<file path="src/rtl/rgst_wr_arbiter.sv">
// Write-port arbiter for the enable-gated register bank.
// Picks at most one requester per cycle and drives a one-hot register enable
// plus the shared write data. All outputs are registered.
// Optional build macro RGST_WR_ARB_FIXED_PRIO_EN: fixed priority (lowest
// eligible index wins, no rotating pointer). Without it: round-robin.
module rgst_wr_arbiter #(
   parameter int N    = 16,
   parameter int NREQ = 3,
   parameter int NREG = 8,
   parameter int AW   = 3
) (
   input  logic                 clk,
   input  logic                 rst,
   input  logic                 freeze,
   input  logic [NREQ-1:0]      req,
   input  logic [NREQ*AW-1:0]   req_addr,
   input  logic [NREQ*N-1:0]    req_data,
   output logic [NREQ-1:0]      gnt,
   output logic [NREG-1:0]      reg_en,
   output logic [N-1:0]         reg_d,
   output logic                 busy,
   output logic                 err_addr
);

   localparam int IW = (NREQ > 1) ? $clog2(NREQ) : 1;

   logic [NREQ-1:0] gnt_q, gnt_d;
   logic [NREG-1:0] reg_en_q, reg_en_d;
   logic [N-1:0]    reg_d_q, reg_d_d;
   logic            busy_q, busy_d;
   logic            err_addr_q, err_addr_d;

   logic [NREQ-1:0] elig;
   logic            found;
   logic [IW-1:0]   win;
   logic [AW-1:0]   addr_arr [NREQ];
   logic [N-1:0]    data_arr [NREQ];

   // Split the packed request buses into per-requester slices
   for (genvar gi = 0; gi < NREQ; gi++) begin : g_unpack
      assign addr_arr[gi] = req_addr[gi*AW +: AW];
      assign data_arr[gi] = req_data[gi*N +: N];
   end

   // The requester currently being granted is excluded so a held req is
   // never written twice; freeze suppresses every new grant.
   assign elig = freeze ? '0 : (req & ~gnt_q);

`ifdef RGST_WR_ARB_FIXED_PRIO_EN
   // Fixed priority: lowest eligible index wins
   always_comb begin
      found = |elig;
      win   = '0;
      for (int i = NREQ - 1; i >= 0; i--) begin
         if (elig[i]) win = IW'(i);
      end
   end
`else
   logic [IW-1:0]   ptr_q, ptr_d;
   logic [NREQ-1:0] upper;

   // Eligible requesters at or above the round-robin pointer
   always_comb begin
      upper = '0;
      for (int i = 0; i < NREQ; i++) begin
         upper[i] = elig[i] && (i >= int'(ptr_q));
      end
   end

   // First eligible from ptr upward; if none there, wrap to lowest eligible
   always_comb begin
      found = |elig;
      win   = '0;
      for (int i = NREQ - 1; i >= 0; i--) begin
         if (elig[i]) win = IW'(i);
      end
      for (int i = NREQ - 1; i >= 0; i--) begin
         if (upper[i]) win = IW'(i);
      end
   end

   // Pointer moves past the winner, only when a grant is issued
   always_comb begin
      ptr_d = ptr_q;
      if (found) begin
         ptr_d = (int'(win) == NREQ - 1) ? '0 : win + 1'b1;
      end
   end

   // Round-robin pointer register
   always_ff @(posedge clk) begin
      if (rst) ptr_q <= '0;
      else     ptr_q <= ptr_d;
   end
`endif

   // Grant decode: one-hot grant, data capture, address decode / error flag
   always_comb begin
      gnt_d      = '0;
      reg_en_d   = '0;
      reg_d_d    = reg_d_q;
      err_addr_d = err_addr_q;
      if (found) begin
         gnt_d[win] = 1'b1;
         reg_d_d    = data_arr[win];
         if (int'(addr_arr[win]) < NREG) begin
            for (int j = 0; j < NREG; j++) begin
               reg_en_d[j] = (int'(addr_arr[win]) == j);
            end
         end else begin
            // Still granted so the requester is not stalled, but no register written
            err_addr_d = 1'b1;
         end
      end
      busy_d = |gnt_d;
   end

   // Output registers; reset discards any grant being computed this cycle
   always_ff @(posedge clk) begin
      if (rst) begin
         gnt_q      <= '0;
         reg_en_q   <= '0;
         reg_d_q    <= '0;
         busy_q     <= 1'b0;
         err_addr_q <= 1'b0;
      end else begin
         gnt_q      <= gnt_d;
         reg_en_q   <= reg_en_d;
         reg_d_q    <= reg_d_d;
         busy_q     <= busy_d;
         err_addr_q <= err_addr_d;
      end
   end

   assign gnt      = gnt_q;
   assign reg_en   = reg_en_q;
   assign reg_d    = reg_d_q;
   assign busy     = busy_q;
   assign err_addr = err_addr_q;

endmodule

</file>
<file path="config.mk">
export PLATFORM = sky130hd
export DESIGN_NAME = rgst_wr_arbiter
export DESIGN_NICKNAME = d
export VERILOG_FILES = /design/src/rtl/rgst_wr_arbiter.sv
export SDC_FILE = /design/constraint.sdc
export NUM_CORES = 1
export LEC_CHECK = 0
export ABC_AREA = 1
export BUFFER_PORTS_ARGS = -buffer_cell sky130_fd_sc_hd__clkbuf_2
export CORE_MARGIN = 3
export CORE_UTILIZATION = 44
export DETAILED_ROUTE_END_ITERATION = 6
export PLACE_DENSITY = 0.8
export SLEW_MARGIN = 10
export SYNTH_ARGS = -nofsm -noshare
export SYNTH_HDL_FRONTEND = slang
export SYNTH_SLANG_ARGS = --single-unit
</file>
<file path="constraint.sdc">
create_clock -name clk -period 1.8 [get_ports clk]
set_input_delay 0.09 -clock clk [delete_from_list [all_inputs] [get_ports clk]]
set_output_delay 0.09 -clock clk [all_outputs]
set_load 0.05 [all_outputs]
</file>
# After elaboration in Yosys (flattened, before gate mapping)
# Cells that the tools add are included.
# Widths: inputs -> output; s select.
# totals
register_bits	30
inputBits	63
output_inout_bits	29
word_cells	49
# op_classes
n_addsub	1
magnitude_cmp	6
n_eq_ne	8
mux	17
bitwise_logic	4
n_reduce_logical	8
# op_table
operator	count
$bmux 16 s2	1
$mux 16	2
$mux 2	7
$eq 3x3->1 const B	4
$mux 3	4
$bmux 3 s2	1
$eq 3x2->1 const B	2
$reduce_or 3->1	2
$ge 1x2->1 const A	2
$logic_and 1x1->1	4
$and 3x3->3	1
$eq 3x1->1 const B	1
$ge 3x3->1 const B	1
$logic_not 3->1	1
$lt 2x3->1 const B	1
$not 2->3	1
$not 3->3	1
$add 2x1->2 const B	1
$demux 1 s2	1
$eq 2x2->1 const B	1
$ge 2x1->1 const B	1
$ge 2x2->1 const A	1
$reduce_or 2->1	1
$mux 1	1
$not 1->1	1

# Logic depth before layout (Yosys ltp)
# logic_depth
depth_word	15
depth_mapped	12
ltp_nobuf	11

# Worst setup path before layout
# Ideal clock, no wire load.
# synth_timing
path_type	register to register
from	reg gnt_q[0], in the netlist gnt[0]
to	reg reg_d_q[15], in the netlist reg_d[15]
arrival_ps	1551
t_required_ps	1685
setup_slack_ps	134
stages_incl_launch_ff	10
synth_period_minus_slack_ps	1666
cell_sequence	dfxtp_1 -> nand3b_2 -> nand3_1 -> nand2_2 -> nand2_4 -> buf_4 -> nand3_1 -> nand2_1 -> o21ai_0 -> inv_1
# synth_via
elab_chain_cells	11
elab_cells_between_ends	13
classes_between	8 x mux; 3 x bitwise; 2 x reduce/logical
# synth_rtl
element	line_no	source
start: declaration	27	logic [NREQ-1:0] gnt_q, gnt_d;
start signal: assignment	127	gnt_q <= gnt_d;
$not 3->3 *	47	assign elig = freeze ? '0 : (req & ~gnt_q);
$and 3x3->3 *	47	
$mux 3 *	47	
$mux 2	75	if (elig[i]) win = IW'(i);
$mux 2 (3 in a row)	78	if (upper[i]) win = IW'(i);
$not 2->3 (implied by the code)	105	reg_d_d = data_arr[win];
$bmux 16 s2	105	
$mux 16 (implied by the code) (2 in a row)	105	
end signal: assignment	129	reg_d_q <= reg_d_d;
end: declaration	29	logic [N-1:0] reg_d_q, reg_d_d;
# Mark *: on every way between the ends. The rest lies on a longest branch, timed or not. The select of a mux whose other input is x is not followed.
# A chain may end at the register's enable or synchronous reset.

# Worst setup path in the final report
# layout_timing
from	reg ptr_q[1]
to	reg reg_en_q[6], in the netlist reg_en[6]
# layout_via
elab_chain_cells	10
elab_cells_between_ends	14
classes_between	3 x order compare; 1 x eq/ne; 6 x mux; 1 x bitwise; 3 x reduce/logical
# layout_rtl
element	line_no	source
start: declaration	59	logic [IW-1:0] ptr_q, ptr_d;
start signal: assignment	93	else ptr_q <= ptr_d;
$ge 2x2->1	66	upper[i] = elig[i] && (i >= int'(ptr_q));
$logic_and 1x1->1	66	
$mux 2 (2 in a row)	78	
$mux 2 *	78	
$not 2->3 (implied by the code) *	108	reg_en_d[j] = (int'(addr_arr[win]) == j);
$bmux 3 s2 *	108	
$mux 3 (implied by the code) * (2 in a row)	108	
$eq 3x2->1 *	108	
end signal: assignment	128	reg_en_q <= reg_en_d;
end: declaration	28	logic [NREG-1:0] reg_en_q, reg_en_d;
# Marked as above.

==> results_dict.tcl <==
set metrics [dict create \
    cts.sinks 30 \
    grt_pass1_wl_um 7040 \
    h-tree-depth 2 \
    cts-root-buf "clkbuf_4" \
    placed_area_um2 2080 \
    yosys_most_used_dff "dfxtp_1" \
    start_util_pct 47.0 \
    track_usage_pct 20.9 \
    wl_um 4350 \
    final_max_slew_viol_count 0 \
    syn_inst 250 \
    drc_errors 0 \
    via_count 1824 \
    fillCellCount 332 \
    p_total_mw 2.18 \
    port_buffers 90 \
    ys_types 22 \
    hold_ws_ns 0.0306 \
    synth.top_cell.area_share_pct 37.4 \
    cp_slowest_cell "dfxtp_1" \
    rsz0062_at_grt "yes" \
    min_path_type "primary input to flip-flop" \
    async_flop_share_pct 0 \
    ios 92 \
    die-height_um 66.4 \
    fin_util_pct 64.7 \
    worstPathArrival_ns 1.85 \
    cp-end-kind "flip-flop" \
    p_sw_share_pct 35.3 \
    power_per_cell_area_nw_per_um2 986 \
    hold_path_startpoint "rst" \
    place.gp.congestion 0.821 \
    via_per_inst 4.68 \
    synth_area_per_cell_um2 6.42 \
    finalHoldViolCount 0 \
    grt_overflow 0 \
    slowest_delay_ns 0.38 \
    syn_area_um2 1600 \
    design_area_um2 2210 \
    r2r-start "ptr_q[1]" \
    clk_latency_ns 0.33 \
    fp.coreArea_um2 3420 \
    power_frac_clock_pct 32.7 \
    yosysMostFrequentCell "nand2_1" \
    yosys-top-cells-area "dfxtp_1 (37%), nand2_1 (19%), nor2_1 (11%)" \
    run_status "complete, no violations" \
    start_kind "flip-flop" \
    netlist.top_cell.by_area "dfxtp_1" \
    ys_ff_latch 30 \
    antenna_cells 0 \
    max_freq_mhz 631 \
    fin_worst_skew_ns 0.0182 \
    crit_path_max_fanout 15 \
    fin_crit_ns 1.58 \
    cts.clk_slew.worst_paths_ns 0.11 \
    ir_drop_uv 470 \
    yosys_warnings 0 \
    seqPwrFrac_pct 35.0 \
    drive_gt1_share_pct 35.5 \
    setup_viol 0 \
    internal_power_mw 1.41 \
    area.growth.synth_to_final_pct 37.8 \
    reg2reg_slack_ns 0.22 \
    finalSetupTns_ns 0 \
    finalCritPeriodShare_pct 88.0 \
    clk_path_buf_depth 2 \
    post-dp-hpwl_um 3420 \
    synth_nets 313 \
    timing.rr.end "reg_en[6]" \
    wl_per_cell_um 11.2 \
    required_ns 2.07 \
    path_cells "inv_1 -> nand3_1 -> nand2_1 -> nor2_4 -> nand2_2 -> inv_2 -> nand2_1 -> nand3_2 -> nand2_2 -> nor2_1" \
    holdPathEnd "gnt[1]" \
    ctsResizeCount 0 \
    drv_cap 0 \
    antenna_found_initial 0 \
    pwr-share-comb_pct 32.2 \
    whs_path_depth 2 \
    die_w_um 66.4 \
    synth_edf_count 0 \
    netlist_top_cells_count "nand2_1 (82), nor2_1 (45), dfxtp_1 (30)" \
    crit_type "flip-flop to flip-flop" \
    rr_worst_depth 10 \
    drtPass1Iterations 4 \
    ys_seq_area_share_pct 37.4 \
    nets 406 \
    switching_power_uw 769 \
    rows 21 \
    cts_buffers 5 \
    grt_pass1_vias 1742 \
    grt_max_degree 20 \
    p_leak_nw 1.28 \
    die_area_um2 4410 \
    drt_iter0_drc 101 \
    antenna_left 0 \
    tritoncts "built" \
]
## cell usage in the layout (no fill, tap or decap), drive strengths merged, types with 2 or more instances in the layout
| master | count |
|---|---|
| nand3 | 33 |
| bufinv | 2 |
| buf | 5 |
| dlygate4sd3 | 2 |
| clkbuf | 96 |
| nor2 | 49 |
| dfxtp | 30 |
| o21ai | 15 |
| nand2 | 86 |
| inv | 21 |
## power groups by stage
stage,Combinational (mW),Sequential [mW],Clock (mW)
final,0.703,0.763,0.713
after global routing,0.778,0.770,0.757
after CTS,0.707,0.763,0.728
after global placement,0.694,0.778,0
after floorplan,0.308,0.987,0
after detailed placement,0.700,0.777,0
## area by class of cell
class	count	area [um^2]	area share [%]
multi-input cells	188	853	38.6
flip-flops and latches	30	601	27.2
repair buffers	97	508	23.0
inverters	21	78.8	3.57
clock inverters	2	60.1	2.72
well taps	46	57.6	2.60
clock buffers	6	51.3	2.32
## kinds of logic (layout without fill, tap and decap cells)
| group | Yosys count | in the layout | share of synthesized area [%] |
|---|---|---|---|
| AO/OA/AOI/OAI | 16 | 16 | 5.07 |
| buffers and inverters | 32 | 126 | 9.36 |
| flip-flops | 30 | 30 | 37.4 |
| other | 1 | 1 | 0.234 |
| AND/OR/NAND/NOR | 171 | 171 | 47.9 |
## registers in the layout, summed over array words and instances (netlist names)
name    cells
gnt         3
ptr_q       2
reg_en      8
reg_d      16
busy        1
## routing by layer
metal,track usage (%),wire length [um],part of all wire (%)
met2,36.4,2110,48
met3,7.14,340,7.8
met1,23.4,1830,42
met5,0,0,0
met4,7.11,66,1.5
## timing repair
action / in CTS / in global routing
endpoints found under the setup margin: 0 / 1
hold buffers: 2 / 0
setup buffers: 0 / 0
hold endpoints to repair: 2 / 0
## per-stage QoR
stage               cells  setup WS, ns
global route          390       -0.0119
finish                390         0.216
floorplan             250         0.134
detailed placement    380         0.241
CTS                   390         0.181
global placement      380         0.284
## worst max path at each step
| stage | from | end | cells after the start |
|---|---|---|---|
| floorplan | gnt[0] | reg_d[15] | 9 |
| CTS | gnt[2] | reg_en[6] | 9 |
| global placement | gnt[0] | reg_d[3] | 8 |
| finish | ptr_q[1] | reg_en[6] | 10 |
| detailed placement | ptr_q[1] | reg_en[6] | 10 |
| global route | ptr_q[1] | reg_en[6] | 10 |
## worst max-delay path, delay by kind of cell, from the launching register on
kind,cells,cell delay [ns]
flip-flops,1,0.38
AND/OR/NAND/NOR,8,0.85
buffers and inverters,2,0.29
(Power assumes the default switching activity.)
